`src/rtl/aes_round_ctrl.sv`:
```
// ============================================================================
// Module   : aes_round_ctrl
// Purpose  : Sequencing FSM for the iterative AES cipher datapath.
//            Optional macro AES_DECRYPT_EN adds i_decrypt with a descending
//            round-key order.
// Revision : 1.0  initial release
// ============================================================================
`default_nettype none

module aes_round_ctrl #(
    parameter int CNT_SIZE = 4,
    parameter int NR_128   = 10,
    parameter int NR_192   = 12,
    parameter int NR_256   = 14
) (
    input  logic                clk,
    input  logic                rst_n,
    input  logic                i_in_valid,
    output logic                o_in_ready,
    input  logic [1:0]          i_key_size,
`ifdef AES_DECRYPT_EN
    input  logic                i_decrypt,
`endif
    input  logic                i_rk_valid,
    output logic [CNT_SIZE-1:0] o_rk_idx,
    output logic                o_dp_load,
    output logic                o_dp_round,
    output logic                o_dp_final,
    output logic                o_out_valid,
    input  logic                i_out_ready,
    output logic                o_busy
);

    localparam logic [2:0] S_IDLE  = 3'd0;
    localparam logic [2:0] S_LOAD  = 3'd1;
    localparam logic [2:0] S_ROUND = 3'd2;
    localparam logic [2:0] S_FINAL = 3'd3;
    localparam logic [2:0] S_HOLD  = 3'd4;

    localparam logic [CNT_SIZE-1:0] ONE = CNT_SIZE'(1);

    logic [2:0]          state, state_next;
    logic [CNT_SIZE-1:0] rk_idx, rk_idx_next;
    logic [CNT_SIZE-1:0] nr, nr_next, nr_sel;
    logic                dec, dec_next, dec_in;
    logic                accept;

`ifdef AES_DECRYPT_EN
    assign dec_in = i_decrypt;
`else
    assign dec_in = 1'b0;
`endif

    assign accept   = i_in_valid && (state == S_IDLE);
    assign o_rk_idx = rk_idx;

    // Reserved key size 2'b11 falls back to the AES-128 round count.
    always_comb begin
        case (i_key_size)
            2'b01:   nr_sel = CNT_SIZE'(NR_192);
            2'b10:   nr_sel = CNT_SIZE'(NR_256);
            default: nr_sel = CNT_SIZE'(NR_128);
        endcase
    end

    always_ff @(posedge clk or negedge rst_n) begin
        if (!rst_n) begin
            state  <= S_IDLE;
            rk_idx <= '0;
            nr     <= CNT_SIZE'(NR_128);
            dec    <= 1'b0;
        end else begin
            state  <= state_next;
            rk_idx <= rk_idx_next;
            nr     <= nr_next;
            dec    <= dec_next;
        end
    end

    always_comb begin
        state_next  = state;
        rk_idx_next = rk_idx;
        nr_next     = nr;
        dec_next    = dec;
        case (state)
            S_IDLE: begin
                if (accept) begin
                    nr_next     = nr_sel;
                    dec_next    = dec_in;
                    rk_idx_next = dec_in ? nr_sel : '0;
                    state_next  = S_LOAD;
                end
            end
            S_LOAD: begin
                if (i_rk_valid) begin
                    rk_idx_next = dec ? (nr - ONE) : ONE;
                    state_next  = S_ROUND;
                end
            end
            S_ROUND: begin
                if (i_rk_valid) begin
                    rk_idx_next = dec ? (rk_idx - ONE) : (rk_idx + ONE);
                    // Last middle round is the one just before the final key.
                    if (rk_idx == (dec ? ONE : (nr - ONE)))
                        state_next = S_FINAL;
                end
            end
            S_FINAL: begin
                if (i_rk_valid)
                    state_next = S_HOLD;
            end
            S_HOLD: begin
                if (i_out_ready) begin
                    rk_idx_next = '0;
                    state_next  = S_IDLE;
                end
            end
            default: begin
                rk_idx_next = '0;
                state_next  = S_IDLE;
            end
        endcase
    end

    always_comb begin
        o_in_ready  = (state == S_IDLE);
        o_busy      = (state != S_IDLE);
        o_dp_load   = (state == S_LOAD) && i_rk_valid;
        o_dp_round  = ((state == S_ROUND) || (state == S_FINAL)) && i_rk_valid;
        o_dp_final  = (state == S_FINAL) && i_rk_valid;
        o_out_valid = (state == S_HOLD);
    end

endmodule

`default_nettype wire

```
`config.mk`:
```
export PLATFORM = sky130hd
export DESIGN_NAME = aes_round_ctrl
export DESIGN_NICKNAME = d
export VERILOG_FILES = /design/src/rtl/aes_round_ctrl.sv
export SDC_FILE = /design/constraint.sdc
export NUM_CORES = 1
export LEC_CHECK = 0
export BUFFER_PORTS_ARGS = -buffer_cell sky130_fd_sc_hd__buf_4
export CAP_MARGIN = 20
export CELL_PAD_IN_SITES_DETAIL_PLACEMENT = 1
export CELL_PAD_IN_SITES_GLOBAL_PLACEMENT = 2
export CORE_AREA = 8 8 68 53
export DETAILED_ROUTE_END_ITERATION = 8
export DIE_AREA = 0 0 76 61
export PLACE_DENSITY = 0.68
export RECOVER_POWER = 100
export SLEW_MARGIN = 20
export SYNTH_ARGS = -nofsm -noshare
export SYNTH_HDL_FRONTEND = slang
export SYNTH_SLANG_ARGS = --single-unit
```
`constraint.sdc`:
```
create_clock -name clk -period 1.8 [get_ports clk]
set_clock_uncertainty 0.2 [all_clocks]
set_input_delay 0.09 -clock clk [delete_from_list [all_inputs] [get_ports clk]]
set_output_delay 0.09 -clock clk [all_outputs]
set_load 0.02 [all_outputs]
```
==> metrics.txt, run 1 <==
Mean Syn Cell Area=about 9 um2; layout filler cell count=318; met2 WL=852 um; PnR worst setup slack=-0.0681 ns; Rel. slew slack=70.6%; Yosys reg bits=9; violated checks=negative setup slack; most frequent cells after synthesis=8 x dfrtp_1, 7 x o21ai_0, 6 x inv_1, 6 x nand2_1, 5 x nor2_1; number of flops mapped to enable cells by yosys=0; Core Region=~0.0026 mm2; combinational share of power=62.9%; crit path max fanout=2; Critical Path AT=about 1.9 ns; DR vias=about 640; main flop type after synthesis=dfrtp_1; leading area contributor after synthesis=dfrtp_1; drt first pass iters=4; RD Place Congestion=0.678; Final Hold Fails=0; R2R Setup Slk=-0.07 ns; first-pass GRT wire length=3.33 mm; Layout Cells excl Fill=136; largest net degree at the start of global routing=9; Sw Share=approximately 45%; top sig layer=met4; max-slew violations=0; crit path kind=flop to flop; root buffer cell=clkbuf_4; Power Density=1520 mW/mm2; Synth area leaders=dfrtp_1 32%, ha_1 6.0%, o21ai_0 5.6%, a2111oi_4 4.4%, dfstp_2 4.2%; WL met3=69 um; max frequency=between 500 and 600 MHz; sequential area share after synthesis=36.0%; Total GRT Usage=9.18%; outcome=complete, but fails checks; min cycle time layout=1.87 ns; sw power=642 uW; Placed Cells=124; final antenna-violating net count=0; initial DRC count=around 60; CP Capture Type=flop; met1 wire length=around 940 um; detail-routed via count per cell=4.68; synthesized area=approximately 630 um2; Synth Instances=68; clock-pin slew on the worst setup and hold paths=0.06 ns; synthesis-to-finish area growth=50.3%; number of H-tree levels=1; Slew @ Worst Pin=~0.44 ns; die height=61 um; post-place setup slack=-0.0856 ns; top cell type's share of synthesized area=31.8%; Reg power frac=25.9%; worst reg2reg startpoint=nr[1]; initial antenna violation count=0; Final Cycle Share=104%; diode count=0; Worst-Skew Late Latency=0.26 ns; hold depth=4; CP Data Required Time=about 1.8 ns; Initial Utilization=24.4%; Min-Delay Path Class=input port to flop; most frequent cell after synthesis=dfrtp_1; hold_sp=i_key_size[1]; synth warn=0; Port Buffers=16; final setup TNS=-0.0681 ns; total gr overflow=0; die area=~0.0046 mm2; RSZ-0062 raised after global routing=true; die span in x=roughly 76 um; peak supply drop=0.603 mV; Worst setup SP type=flop; CTS tree=built; share of post-route cells with drive strength above 1=37.0%; # IOs=17; Final nets=111; Reg-to-Reg End=state[0]; clock tree buffer depth=2; Tot Pwr=1.44 mW; worst reg2reg path depth=6; average wire per standard cell=approximately 14 um; Post-DP Area=832 um2; vias in the first global route=690; cell-internal power=just under 800 uW; # Max-Cap Violations=0; # DRC=0; DPL Wire Length=about 1.4 mm; ys async rst share=100%; Clock power frac=11.3%; Post-Syn Nets=78; clk sink count=9; row count=16; Routed WL=1.89 mm; setup violators final=1; Final Cell Area=approximately 950 um2; Hold Path End=nr[2]; Synth cell types=30; CTS Buf Count=3; static leakage=0.447 nW
==> flip-flops by register name, indices dropped and copies added, names as in the netlist <==
| register | count |
|---|---|
| state | 3 |
| o_rk_idx | 4 |
| nr | 2 |
==> per-layer routing <==
| metal | vias to the layer above | track usage [%] |
|---|---|---|
| met4 | 0 | 4.17 |
| li1 | 312 | - |
| met5 | - | 0 |
| met2 | 14 | 14.4 |
| met1 | 309 | 11.3 |
| met3 | 2 | 3.11 |
==> worst max-delay path by stage <==
stage / start / to / cells after the start
final: nr[1] / state[0] / 6
after global routing: nr[1] / state[0] / 6
after CTS: nr[1] / state[0] / 6
after detailed placement: nr[1] / state[0] / 6
after global placement: nr[1] / state[0] / 6
after floorplan: nr[1] / state[0] / 6
==> kinds of logic after synthesis <==
logic type / count (synthesis) / share of synthesized area, %
fa+ha+maj: 3 / 5.96
flops: 9 / 36.0
xor+xnor: 3 / 4.18
buf+inv: 9 / 6.76
mux: 1 / 1.59
compound gates: 20 / 24.3
simple gates: 23 / 21.3
==> final cells by class <==
cell class / instances / area (um2) / area share (%)
clock buffer: 4 / 26.3 / 2.78
sequential: 9 / 226 / 23.9
tap: 36 / 45.0 / 4.76
multi-input combinational: 50 / 389 / 41.1
timing repair buffer: 31 / 236 / 25.0
inverter: 6 / 22.5 / 2.38
==> power by group through the flow <==
stage / logic (mW) / registers (mW) / clock network [mW]
after global routing: 1.00 / 0.385 / 0.185
after detailed placement: 0.828 / 0.372 / 0
after floorplan: 0.520 / 0.370 / 0
after global placement: 0.810 / 0.372 / 0
final: 0.903 / 0.371 / 0.162
after CTS: 0.876 / 0.374 / 0.173
==> critical path, stage by stage (launching register included) <==
cell,delay [ns]
dfstp_2,0.54
inv_2,0.05
ha_4,0.25
xor2_1,0.14
a41oi_1,0.12
or4_1,0.41
o21ai_1,0.09
==> what timing repair did <==
action,in CTS,in global routing
gates resized for setup,3,3
endpoints found under the hold margin,14,0
setup endpoints to repair,2,5
pin swaps,0,1
buffers inserted,0,2
hold buffers,6,0
==> stage by stage <==
step / utilization, % / hold WS [ns]
6_report: 36.6 / 0.0118
3_3_place_gp: 32.2 / -0.273
4_1_cts: 36.2 / 0.00532
5_1_grt: 36.6 / 0.0446
2_1_floorplan: - / -0.406
3_5_place_dp: 32.2 / -0.273
==> cell usage in the layout (no fill, tap or decap), drive strengths merged, types with 5 or more instances in the layout <==
| cell type | count |
|---|---|
| clkbuf | 7 |
| dlygate4sd3 | 6 |
| inv | 6 |
| nor2 | 5 |
| o21ai | 7 |
| buf | 22 |
| dfrtp | 8 |
| nand2 | 6 |
(Power assumes the default switching activity.)
==> run 2, diff against run 1 <==
Settings changed: ABC_AREA from default to 1, CORE_AREA 8 8 68 53 to 8 8 71 55, DIE_AREA 0 0 76 61 to 0 0 79 63, PLACE_DENSITY 0.68 to 0.69.
Clock period 1.8 ns to 1.7 ns, I/O delays scaled along.
==> metrics.txt, run 2 <==
Post-CTS Setup Inserts=0 (unchanged); average wire per standard cell=12.2 um (-13%); post-synthesis simple-gate area fraction=40.3% (+19 points); PnR worst setup slack=0.0528 ns (+0.121 ns); CP Capture Type=flop; die height=63 um (+3.3%); vias in the first global route=681 (-1.3%); DR vias=638 (+0.16%); CP most frequent cell=nand2_1; main flop type after synthesis=dfrtp_1; most frequent cells after synthesis=24 x nand2_1, 13 x inv_1, 8 x dfrtp_1; setup violators final=0 (-1); Synth area leaders=dfrtp_1 31%, nand2_1 14%, inv_1 7.6%, ha_1 5.8%, o21ai_0 5.4%; peak supply drop=0.567 mV (-5.9%); leading area contributor after synthesis=dfrtp_1; critical-path cell list=inv_2 -> ha_4 -> o21ai_2 -> nor2_1 -> nand2_1 -> nand2_2 -> nand3_2 -> nand2_1 -> nand2_1; Synth cell types=20 (-33%); CP bufs+invs=1 (unchanged); Synth Area in XOR/XNOR=0% (-4.2 points); Worst setup SP type=flop; max FFs per register=4 (unchanged); RD Place Congestion=0.758 (+12%); Final nets=124 (+12%); Core Region=0.00289 mm2 (+12%); post-synthesis mux area share=0% (-1.6 points); CP peak stage delay=0.53 ns (about the same); top cell type's share of synthesized area=31.1% (-0.68 points); most frequent cell after synthesis=nand2_1; crit path max fanout=3 (+1); clock tree buffer depth=2 (unchanged); Yosys reg bits=9 (unchanged); Rel. slew slack=62.3% (-8.2 points); Post-Syn Nets=98 (+26%); Mean Syn Cell Area=7.31 um2 (-21%); min cycle time layout=1.65 ns (-0.221 ns); Power Density=1770 mW/mm2 (+17%); number of flops mapped to enable cells by yosys=0 (unchanged); diode count=0 (unchanged); detail-routed via count per cell=4.23 (-9.8%); Worst-Skew Late Latency=0.23 ns (-0.03 ns); final antenna-violating net count=0 (unchanged); compound-cell area share of the yosys netlist=9.92% (-14 points); largest net degree at the start of global routing=10 (+1); sequential area share after synthesis=35.2% (-0.77 points); initial antenna violation count=0 (unchanged); die span in x=79 um (+3.9%); initial DRC count=8 (-87%); CP max-delay cell=dfstp_2; clk sink count=9 (unchanged); ys async rst share=100% (unchanged); synthesis-to-finish area growth=41.2%; CTS tree=built; Worst path top cell family by delay=flip-flops; row count=17 (+1); static leakage=0.459 nW (+2.7%); Final Cycle Share=96.9% (-6.9 points); root buffer cell=clkbuf_8; commonest non-fill, non-tap cell in the layout=nand2_1; Final Hold Fails=0 (unchanged); Total GRT Usage=8.08% (-1.1 points); drt first pass iters=4 (unchanged); Critical Path AT=1.56 ns (-0.30 ns); total gr overflow=0 (unchanged); Slew @ Worst Pin=0.565 ns (+0.125 ns); Routed WL=1.84 mm (-3.0%); post-place setup slack=-0.0578 ns (+0.0278 ns); number of H-tree levels=1 (unchanged); Min-Delay Path Class=input port to flop; max-slew violations=0 (unchanged); Port Buffers=16 (unchanged); largest family of logic cells by synthesized area=simple AND/OR/NAND/NOR gates; final setup TNS=0 ns (+0.0681 ns); first-pass GRT wire length=3.23 mm (-2.9%); synthesized area=643 um2 (+2.2%); # DRC=0 (unchanged); Initial Utilization=22.2% (-2.1 points); share of post-route cells with drive strength above 1=32.7% (-4.3 points); Synth Instances=88 (+29%); CTS Buf Count=3 (unchanged); CP Data Required Time=1.62 ns (-0.17 ns); Adder-Cell Fraction of Synth Area=5.84% (-0.13 points); crit path kind=flop to flop; synth warn=0 (unchanged); most frequent cells in the layout=22 x nand2_1, 11 x inv_1, 9 x buf_4; DPL Wire Length=1.41 mm (-1.4%); max frequency=607 MHz (+13%); # IOs=17 (unchanged); die area=0.00498 mm2 (+7.4%); RSZ-0062 raised after global routing=true; clock-pin slew on the worst setup and hold paths=0.04 ns (-0.02 ns); # Max-Cap Violations=0 (unchanged); outcome=completed
-- run 2: changes by cell type after synthesis, sizes merged, moves of 3 or more --
cell,delta
xor2,-3
o31ai,-3
nand3,+7
o21ai,+4
inv,+9
nor2,+5
nand2,+21
-- run 2: cells by family after synthesis --
| group | count (synthesis) |
|---|---|
| AND/OR/NAND/NOR | 49 |
| adder cells (fa/ha/maj) | 3 |
| buffers and inverters | 15 |
| flip-flops | 9 |
| AO/OA/AOI/OAI | 12 |
-- run 2: repair_timing --
item                                    in CTS  in global routing
endpoints found under the hold margin       12                  0
hold buffers                                 4                  0
endpoints found under the setup margin       2                  3
pin swaps                                    2                  3
gates resized for setup                      4                  5
-- run 2: area by class of cell --
| cell class | count | area [um2] |
|---|---|---|
| Inverter | 15 | 56.3 |
| Tap cell | 38 | 47.5 |
| Fill cell | 377 | 1980 |
| Multi-Input combinational cell | 64 | 392 |
| Sequential cell | 9 | 226 |
| Timing Repair Buffer | 21 | 141 |
| Clock buffer | 4 | 45.0 |
-- run 2: path summary, 6_finish.rpt --
check,startpoint,to,slack [ns],cells after the start
setup reg to reg,nr[1],state[1],0.05,9
min in group asynchronous,rst_n,o_rk_idx[3],0.16,2
max in group asynchronous,rst_n,nr[1],0.76,2
setup / recovery,nr[1],state[1],0.05,9
hold / removal,i_key_size[1],nr[1],0.02,4
hold reg to reg,nr[2],nr[2],0.28,2
-- run 2: layer usage --
metal	routed length, um	vias up	track usage [%]
met5	0	-	0
met4	0	0	1.38
met3	91	0	3.74
met2	838	11	12.8
met1	907	299	9.77
li1	-	328	-
-- run 2: through the flow --
stage	util [%]	hold WS [ns]	cell area, um2	total power, mW	std cells
finish	31.4	0.0166	908	1.61	151
detailed placement	28.3	-0.278	818	1.33	143
CTS	31.7	0.0164	918	1.64	151
global route	31.4	0.0692	908	1.77	151
floorplan	-	-0.411	643	1.02	88
global placement	28.3	-0.277	818	1.31	143
-- run 2: report_power, final --
part / switching (mW) / internal, mW
logic: 0.582 / 0.352
clock network: 0.0894 / 0.164
registers: 0.120 / 0.302
-- run 2: tightest hold or removal path: stages --
cell     delay [ns]
buf_4          0.11
inv_1          0.04
ha_1           0.12
o21ai_0        0.08
